File: src/rtl/ahbl_simple_master_pkg.sv
// Shared AHB-lite encodings, request sizes and FSM state type for the simple
// single-transfer AHB-lite master.
package ahbl_simple_master_pkg;

  localparam logic [1:0] HTRANS_IDLE   = 2'b00;
  localparam logic [1:0] HTRANS_NONSEQ = 2'b10;

  localparam logic [1:0] HSIZE_BYTE = 2'd0;
  localparam logic [1:0] HSIZE_HALF = 2'd1;
  localparam logic [1:0] HSIZE_WORD = 2'd2;

  localparam logic [2:0] HBURST_SINGLE = 3'b000;

  typedef enum logic [2:0] {
    ST_IDLE,
    ST_ADDR,
    ST_DATA,
    ST_ERR,
    ST_DONE
  } state_t;

  // Rejects size 3 and any access not naturally aligned to its size.
  function automatic logic req_illegal(input logic [1:0] size, input logic [1:0] addr_lsb);
    logic bad;
    bad = 1'b0;
    case (size)
      HSIZE_BYTE: bad = 1'b0;
      HSIZE_HALF: bad = addr_lsb[0];
      HSIZE_WORD: bad = (addr_lsb != 2'b00);
      default:    bad = 1'b1;
    endcase
    return bad;
  endfunction

endpackage

File: src/rtl/ahbl_simple_master_if.sv
// AHB-lite bus bundle between the simple master and a slave; the master
// modport drives address/control/write data, the slave modport returns data and status.
interface ahbl_simple_master_if #(
  parameter int W_ADDR = 32,
  parameter int W_DATA = 32
);
  logic [W_ADDR-1:0] ahbm_haddr;
  logic              ahbm_hwrite;
  logic [1:0]        ahbm_htrans;
  logic [2:0]        ahbm_hsize;
  logic [2:0]        ahbm_hburst;
  logic [3:0]        ahbm_hprot;
  logic              ahbm_hmastlock;
  logic [W_DATA-1:0] ahbm_hwdata;
  logic              ahbm_hexcl;
  logic [7:0]        ahbm_hmaster;
  logic [W_DATA-1:0] ahbm_hrdata;
  logic              ahbm_hready;
  logic              ahbm_hresp;
  logic              ahbm_hexokay;

  modport master (
    output ahbm_haddr, ahbm_hwrite, ahbm_htrans, ahbm_hsize, ahbm_hburst, ahbm_hprot,
           ahbm_hmastlock, ahbm_hwdata, ahbm_hexcl, ahbm_hmaster,
    input  ahbm_hrdata, ahbm_hready, ahbm_hresp, ahbm_hexokay
  );

  modport slave (
    input  ahbm_haddr, ahbm_hwrite, ahbm_htrans, ahbm_hsize, ahbm_hburst, ahbm_hprot,
           ahbm_hmastlock, ahbm_hwdata, ahbm_hexcl, ahbm_hmaster,
    output ahbm_hrdata, ahbm_hready, ahbm_hresp, ahbm_hexokay
  );
endinterface

File: src/rtl/ahbl_simple_master_lane_align.sv
// Combinational byte-lane helper: replicates write data across lanes and
// extracts right-justified, zero-extended read data from size + addr[1:0].
module ahbl_lane_align
  import ahbl_simple_master_pkg::*;
#(
  parameter int W_DATA = 32
) (
  input  logic [1:0]        size,
  input  logic [1:0]        addr_lsb,
  input  logic [W_DATA-1:0] wdata,
  input  logic [W_DATA-1:0] rdata,
  output logic [W_DATA-1:0] wr_lanes,
  output logic [W_DATA-1:0] rd_value
);

  logic [W_DATA-1:0] byte_rep;
  logic [W_DATA-1:0] half_rep;
  logic [W_DATA-1:0] rd_shifted;

  genvar gi;
  generate
    for (gi = 0; gi < W_DATA / 8; gi++) begin : g_byte_rep
      assign byte_rep[gi*8 +: 8] = wdata[7:0];
    end
    for (gi = 0; gi < W_DATA / 16; gi++) begin : g_half_rep
      assign half_rep[gi*16 +: 16] = wdata[15:0];
    end
  endgenerate

  // Aligned accesses only reach here, so shifting by the byte offset lands the lane at bit 0.
  assign rd_shifted = rdata >> {addr_lsb, 3'b000};

  always_comb begin
    wr_lanes = wdata;
    rd_value = rd_shifted;
    case (size)
      HSIZE_BYTE: begin
        wr_lanes = byte_rep;
        rd_value = {{(W_DATA-8){1'b0}}, rd_shifted[7:0]};
      end
      HSIZE_HALF: begin
        wr_lanes = half_rep;
        rd_value = {{(W_DATA-16){1'b0}}, rd_shifted[15:0]};
      end
      default: begin
        wr_lanes = wdata;
        rd_value = rd_shifted;
      end
    endcase
  end

endmodule

File: src/rtl/ahbl_simple_master.sv
// Single-outstanding AHB-lite master turning rd/wr requests into NONSEQ SINGLE transfers.
// Define AHBL_MASTER_EXCL_EN to enable exclusive-access signalling (hexcl / o_exokay).
module ahbl_simple_master
  import ahbl_simple_master_pkg::*;
#(
  parameter int          W_ADDR    = 32,
  parameter int          W_DATA    = 32,
  parameter logic [7:0]  MASTER_ID = 8'h01,
  parameter logic [3:0]  HPROT_VAL = 4'b0011
) (
  input  logic              clk,
  input  logic              rst_n,
  input  logic              i_rd_en,
  input  logic              i_wr_en,
  input  logic [W_ADDR-1:0] i_addr,
  input  logic [1:0]        i_size,
  input  logic [W_DATA-1:0] i_data,
  input  logic              i_excl,
  output logic              o_busy,
  output logic              o_valid,
  output logic              o_err,
  output logic [W_DATA-1:0] o_data,
  output logic              o_exokay,
  ahbl_simple_master_if.master bus
);

`ifdef AHBL_MASTER_EXCL_EN
  localparam logic EXCL_ON = 1'b1;
`else
  localparam logic EXCL_ON = 1'b0;
`endif

  state_t            state_reg;
  logic [1:0]        htrans_reg;
  logic [W_ADDR-1:0] haddr_reg;
  logic              hwrite_reg;
  logic [2:0]        hsize_reg;
  logic [W_DATA-1:0] hwdata_reg;
  logic              hexcl_reg;
  logic              excl_reg;
  logic [W_DATA-1:0] wdata_lat_reg;
  logic              busy_reg;
  logic              valid_reg;
  logic              err_reg;
  logic [W_DATA-1:0] data_reg;
  logic              exokay_reg;

  logic [W_DATA-1:0] wr_lanes;
  logic [W_DATA-1:0] rd_value;

  ahbl_lane_align #(.W_DATA(W_DATA)) u_lane_align (
    .size     (hsize_reg[1:0]),
    .addr_lsb (haddr_reg[1:0]),
    .wdata    (wdata_lat_reg),
    .rdata    (bus.ahbm_hrdata),
    .wr_lanes (wr_lanes),
    .rd_value (rd_value)
  );

  always_ff @(posedge clk) begin
    if (!rst_n) begin
      state_reg     <= ST_IDLE;
      htrans_reg    <= HTRANS_IDLE;
      haddr_reg     <= '0;
      hwrite_reg    <= 1'b0;
      hsize_reg     <= '0;
      hwdata_reg    <= '0;
      hexcl_reg     <= 1'b0;
      excl_reg      <= 1'b0;
      wdata_lat_reg <= '0;
      busy_reg      <= 1'b0;
      valid_reg     <= 1'b0;
      err_reg       <= 1'b0;
      data_reg      <= '0;
      exokay_reg    <= 1'b0;
    end else begin
      valid_reg  <= 1'b0;
      err_reg    <= 1'b0;
      exokay_reg <= 1'b0;
      case (state_reg)
        ST_IDLE: begin
          if (i_rd_en || i_wr_en) begin
            if ((i_rd_en && i_wr_en) || req_illegal(i_size, i_addr[1:0])) begin
              // Rejected locally: the bus never sees it, completion reports an error.
              valid_reg <= 1'b1;
              err_reg   <= 1'b1;
              state_reg <= ST_DONE;
            end else begin
              haddr_reg     <= i_addr;
              hwrite_reg    <= i_wr_en;
              hsize_reg     <= {1'b0, i_size};
              wdata_lat_reg <= i_data;
              excl_reg      <= i_excl & EXCL_ON;
              hexcl_reg     <= i_excl & EXCL_ON;
              htrans_reg    <= HTRANS_NONSEQ;
              busy_reg      <= 1'b1;
              state_reg     <= ST_ADDR;
            end
          end
        end
        ST_ADDR: begin
          if (bus.ahbm_hready) begin
            htrans_reg <= HTRANS_IDLE;
            hexcl_reg  <= 1'b0;
            hwdata_reg <= wr_lanes;
            state_reg  <= ST_DATA;
          end
        end
        ST_DATA: begin
          if (bus.ahbm_hready) begin
            busy_reg  <= 1'b0;
            valid_reg <= 1'b1;
            state_reg <= ST_DONE;
            if (bus.ahbm_hresp) begin
              err_reg <= 1'b1;
            end else begin
              if (!hwrite_reg) begin
                data_reg <= rd_value;
              end
              exokay_reg <= bus.ahbm_hexokay & excl_reg;
            end
          end else if (bus.ahbm_hresp) begin
            state_reg <= ST_ERR;
          end
        end
        ST_ERR: begin
          // Second cycle of the two-cycle ERROR response completes the transfer.
          if (bus.ahbm_hready) begin
            busy_reg  <= 1'b0;
            valid_reg <= 1'b1;
            err_reg   <= 1'b1;
            state_reg <= ST_DONE;
          end
        end
        ST_DONE: begin
          state_reg <= ST_IDLE;
        end
        default: begin
          state_reg <= ST_IDLE;
        end
      endcase
    end
  end

  assign o_busy   = busy_reg;
  assign o_valid  = valid_reg;
  assign o_err    = err_reg;
  assign o_data   = data_reg;
  assign o_exokay = exokay_reg;

  assign bus.ahbm_haddr     = haddr_reg;
  assign bus.ahbm_hwrite    = hwrite_reg;
  assign bus.ahbm_htrans    = htrans_reg;
  assign bus.ahbm_hsize     = hsize_reg;
  assign bus.ahbm_hburst    = HBURST_SINGLE;
  assign bus.ahbm_hprot     = HPROT_VAL;
  assign bus.ahbm_hmastlock = 1'b0;
  assign bus.ahbm_hwdata    = hwdata_reg;
  assign bus.ahbm_hexcl     = hexcl_reg;
  assign bus.ahbm_hmaster   = MASTER_ID;

endmodule

File: src/flat_wrapper.sv
// flat-port wrapper written by rule: the top's interface ports become plain ports
module ahbl_simple_master_flat import ahbl_simple_master_pkg::*;
#(
  parameter int          W_ADDR    = 32,
  parameter int          W_DATA    = 32,
  parameter logic [7:0]  MASTER_ID = 8'h01,
  parameter logic [3:0]  HPROT_VAL = 4'b0011
)
  (clk, rst_n, i_rd_en, i_wr_en, i_addr, i_size, i_data, i_excl, o_busy, o_valid, o_err, o_data, o_exokay, bus_ahbm_haddr, bus_ahbm_hwrite, bus_ahbm_htrans, bus_ahbm_hsize, bus_ahbm_hburst, bus_ahbm_hprot, bus_ahbm_hmastlock, bus_ahbm_hwdata, bus_ahbm_hexcl, bus_ahbm_hmaster, bus_ahbm_hrdata, bus_ahbm_hready, bus_ahbm_hresp, bus_ahbm_hexokay);
  ahbl_simple_master_if #(.W_ADDR(W_ADDR), .W_DATA(W_DATA)) bus_i ();
  input  logic clk;
  input  logic rst_n;
  input  logic i_rd_en;
  input  logic i_wr_en;
  input  logic [W_ADDR-1:0] i_addr;
  input  logic [1:0] i_size;
  input  logic [W_DATA-1:0] i_data;
  input  logic i_excl;
  output logic o_busy;
  output logic o_valid;
  output logic o_err;
  output logic [W_DATA-1:0] o_data;
  output logic o_exokay;
  output wire logic [$bits(bus_i.ahbm_haddr)-1:0] bus_ahbm_haddr;
  output wire logic [$bits(bus_i.ahbm_hwrite)-1:0] bus_ahbm_hwrite;
  output wire logic [$bits(bus_i.ahbm_htrans)-1:0] bus_ahbm_htrans;
  output wire logic [$bits(bus_i.ahbm_hsize)-1:0] bus_ahbm_hsize;
  output wire logic [$bits(bus_i.ahbm_hburst)-1:0] bus_ahbm_hburst;
  output wire logic [$bits(bus_i.ahbm_hprot)-1:0] bus_ahbm_hprot;
  output wire logic [$bits(bus_i.ahbm_hmastlock)-1:0] bus_ahbm_hmastlock;
  output wire logic [$bits(bus_i.ahbm_hwdata)-1:0] bus_ahbm_hwdata;
  output wire logic [$bits(bus_i.ahbm_hexcl)-1:0] bus_ahbm_hexcl;
  output wire logic [$bits(bus_i.ahbm_hmaster)-1:0] bus_ahbm_hmaster;
  input wire logic [$bits(bus_i.ahbm_hrdata)-1:0] bus_ahbm_hrdata;
  input wire logic [$bits(bus_i.ahbm_hready)-1:0] bus_ahbm_hready;
  input wire logic [$bits(bus_i.ahbm_hresp)-1:0] bus_ahbm_hresp;
  input wire logic [$bits(bus_i.ahbm_hexokay)-1:0] bus_ahbm_hexokay;
  assign bus_ahbm_haddr = bus_i.ahbm_haddr;
  assign bus_ahbm_hwrite = bus_i.ahbm_hwrite;
  assign bus_ahbm_htrans = bus_i.ahbm_htrans;
  assign bus_ahbm_hsize = bus_i.ahbm_hsize;
  assign bus_ahbm_hburst = bus_i.ahbm_hburst;
  assign bus_ahbm_hprot = bus_i.ahbm_hprot;
  assign bus_ahbm_hmastlock = bus_i.ahbm_hmastlock;
  assign bus_ahbm_hwdata = bus_i.ahbm_hwdata;
  assign bus_ahbm_hexcl = bus_i.ahbm_hexcl;
  assign bus_ahbm_hmaster = bus_i.ahbm_hmaster;
  assign bus_i.ahbm_hrdata = bus_ahbm_hrdata;
  assign bus_i.ahbm_hready = bus_ahbm_hready;
  assign bus_i.ahbm_hresp = bus_ahbm_hresp;
  assign bus_i.ahbm_hexokay = bus_ahbm_hexokay;
  ahbl_simple_master #(.W_ADDR(W_ADDR), .W_DATA(W_DATA), .MASTER_ID(MASTER_ID), .HPROT_VAL(HPROT_VAL)) u_core (.clk(clk), .rst_n(rst_n), .i_rd_en(i_rd_en), .i_wr_en(i_wr_en), .i_addr(i_addr), .i_size(i_size), .i_data(i_data), .i_excl(i_excl), .o_busy(o_busy), .o_valid(o_valid), .o_err(o_err), .o_data(o_data), .o_exokay(o_exokay), .bus(bus_i));
endmodule
File: config.mk
export PLATFORM = sky130hd
export DESIGN_NAME = ahbl_simple_master_flat
export DESIGN_NICKNAME = d
export VERILOG_FILES = /design/src/rtl/ahbl_simple_master_pkg.sv /design/src/rtl/ahbl_simple_master_if.sv /design/src/rtl/ahbl_simple_master_lane_align.sv /design/src/rtl/ahbl_simple_master.sv /design/src/flat_wrapper.sv
export SDC_FILE = /design/constraint.sdc
export NUM_CORES = 1
export LEC_CHECK = 0
export BUFFER_PORTS_ARGS = -buffer_cell sky130_fd_sc_hd__buf_4
export CORE_ASPECT_RATIO = 1.75
export CORE_UTILIZATION = 51
export CTS_BUF_LIST = sky130_fd_sc_hd__clkbuf_8
export DETAILED_ROUTE_END_ITERATION = 8
export PLACE_DENSITY = 0.91
export SLEW_MARGIN = 10
export SYNTH_ARGS = -nofsm -noshare
export SYNTH_HDL_FRONTEND = slang
export SYNTH_SLANG_ARGS = --single-unit
File: constraint.sdc
create_clock -name clk -period 1.8 [get_ports clk]
set_input_delay 0.27 -clock clk [delete_from_list [all_inputs] [get_ports clk]]
set_output_delay 0.27 -clock clk [all_outputs]
set_load 0.005 [all_outputs]
==> results.py <==
metrics = {
    "clocking": {
        "cts_buffers": 17,
        "cts_num_sinks": 138,
        "cts_root_buffer": "clkbuf_8",
        "h-tree-depth": 4,
        "path_clk_slew_ns": 0.08,
        "post-cts-setup-buffer-count": 0,
        "clk_latency_ns": 0.43,
        "cts_tree": "done",
        "cts_resized": 0,
        "clockBufferDepth": 2,
        "hold_buffers": 0,
    },
    "place": {
        "portBuffers": 206,
        "place_congestion": 0.843,
        "dp_hpwl_mm": 12.0,
        "place_ws_ns": -0.00394,
    },
    "cells_and_area": {
        "drive_gt1_frac": 0.325,
        "diodes": 0,
        "layout_common_cells": "buf_4, nand2_1, dfxtp_1",
        "multiInputGateArea_um2": 3110,
        "finish.net_count": 990,
        "ff_latch_area_um2": 2760,
        "n_fill_cell": 922,
        "final_common_cell": "buf_4",
        "area_delta_synth_final_pct": 32.2,
    },
    "floorplan": {
        "die_y_um": 148,
        "start_util": 0.521,
        "die_area_um2": 12700,
        "die_width_um": 85.5,
        "rows": 53,
        "fp.coreArea_um2": 11900,
        "io_pins": 229,
    },
    "critical_path": {
        "cp_cell_sequence": "or3_4, a211oi_4, buf_12, mux2i_1",
        "crit_cells": 4,
        "cp.arrival_ns": 2.07,
        "cp_num_buf_inv": 1,
        "crit_family": "simple AND/OR/NAND/NOR gates",
        "cp-end-kind": "flop",
        "slowest_delay_ns": 0.42,
        "path_class": "flop to flop",
        "start_kind": "flop",
        "critPathMaxFanout": 44,
        "crit_required_ns": 2.15,
        "crit_slowest_cell": "or3_4",
        "ff2ff_path_depth": 4,
    },
    "run_status": {
        "status": "finished clean",
    },
    "logic_synthesis": {
        "syn-cell-area_um2": 6220,
        "synth_top_area_cell": "dfxtp_1",
        "synth_warnings": 0,
        "synth-seq-area-share": 0.444,
        "avgSynthCellArea_um2": 9.03,
        "yosysTopAreaCellShare": 0.444,
        "async_reset_ff_frac": 0,
        "synth-seq-cells": 138,
        "synth_flop_cell": "dfxtp_1",
        "synthCells": 689,
        "yosysUniqueCellTypes": 45,
        "synth_edf_count": 0,
        "synthTopCellsByArea": "dfxtp_1, mux2i_1, nand2_1",
    },
    "sta": {
        "tns_ns": 0,
        "hold_viol_final": 0,
        "fin_skew_ns": 0.0113,
        "worst_slew_pin_slew_ns": 0.640,
        "final-setup-viol-count": 0,
        "slew_headroom": 0.572,
        "rsz0062_at_grt": "false",
        "fin_crit_sh": 0.952,
        "max_freq_mhz": 584,
        "finalWorstSetupSlack_ns": 0.0866,
        "drv_slew": 0,
        "fin_crit_ns": 1.71,
    },
    "worst_hold_path": {
        "hp-class": "primary input to flop",
        "hold_depth": 3,
    },
    "pwr": {
        "power_leakage_nw": 3.42,
        "ir_drop_mv": 0.480,
        "p_per_area_nw_per_um2": 806,
    },
    "routing": {
        "wl_per_cell_um": 16.0,
        "drt_wl_total_mm": 16.5,
        "vias_per_cell": 5.48,
        "drtIter0Drc": 312,
        "final_antenna_net_count": 0,
        "first_pass_iters": 5,
        "vias": 5659,
        "drc": 0,
    },
    "run": {
        "max-cap-violations": 0,
    },
    "global_route": {
        "grt_max_degree": 77,
        "antenna_found_initial": 0,
        "grt_pass1_wl_mm": 26.0,
        "grt_pass1_vias": 5462,
        "grt_use_total": 0.259,
        "overflow": 0,
    },
}
cells in the mapped netlist (2+ instances only):
cell / count
a211oi_1: 8
a21oi_1: 26
a311oi_1: 8
a32o_1: 8
and2_1: 2
buf_1: 4
buf_2: 9
buf_4: 26
clkbuf_1: 36
conb_1: 2
dfxtp_1: 138
mux2_2: 24
mux2i_1: 99
nand2_1: 168
nand3_1: 11
nand4_1: 18
nor2_1: 20
nor2b_1: 3
nor3_1: 4
o211ai_1: 2
o21a_1: 3
o21ai_0: 32
o22ai_1: 8
o2bb2ai_1: 8
or3_1: 2
worst paths after layout:
kind / to / slack (ns) / from
worst max-delay path: u_core.wdata_lat_reg[9]$_SDFFE_PN0P_ / 0.09 / u_core.state_reg[1]$_SDFFE_PN0P_
worst min-delay path: u_core.bus.ahbm_haddr[9]$_SDFFE_PN0P_ / 0.08 / i_addr[9]
worst max register to register: u_core.wdata_lat_reg[9]$_SDFFE_PN0P_ / 0.09 / u_core.state_reg[1]$_SDFFE_PN0P_
worst min register to register: u_core.bus.ahbm_haddr[29]$_SDFFE_PN0P_ / 0.46 / u_core.bus.ahbm_haddr[29]$_SDFFE_PN0P_
power breakdown:
group	internal (mW)	switching, mW	total [mW]
registers	3.19	0.104	3.30
logic	0.577	0.537	1.11
clock network	1.09	1.13	2.22
total	4.85	1.77	6.63
metrics by stage:
stage               hold WS [ns]  cells  utilization  total power, mW  cell area, µm²
floorplan                  0.412    707            -             4.00            6290
global placement           0.441   1002        0.661             4.44            7890
detailed placement         0.446   1002        0.661             4.48            7890
CTS                       0.0665   1033        0.689             6.67            8230
global route              0.0708   1033        0.689             6.91            8230
finish                    0.0847   1033        0.689             6.63            8230
per-layer routing:
| layer | GRT usage | part of all wire |
|---|---|---|
| met1 | 0.289 | 0.37 |
| met2 | 0.446 | 0.52 |
| met3 | 0.0583 | 0.062 |
| met4 | 0.153 | 0.046 |
| met5 | 0 | 0 |
final cells by class:
cell class,count,area share
multi-input combinational,489,0.378
clock inverter,13,0.0113
inverter,2,0.000912
tap,137,0.0208
timing repair buffer,236,0.223
clock buffer,18,0.0301
sequential,138,0.336
logic make-up after synthesis:
family          Yosys count  synth area share
compound gates          108             0.114
xor+xnor                  1           0.00141
buf+inv                  80            0.0704
flops                   138             0.444
mux                     123             0.203
other cells               2           0.00121
simple gates            237             0.167
worst register-to-register path: stages, from the launching register on:
cell	delay [ns]
dfxtp_1	0.38
or3_4	0.42
a211oi_4	0.24
buf_12	0.32
mux2i_1	0.28
(Power assumes the default switching activity.)
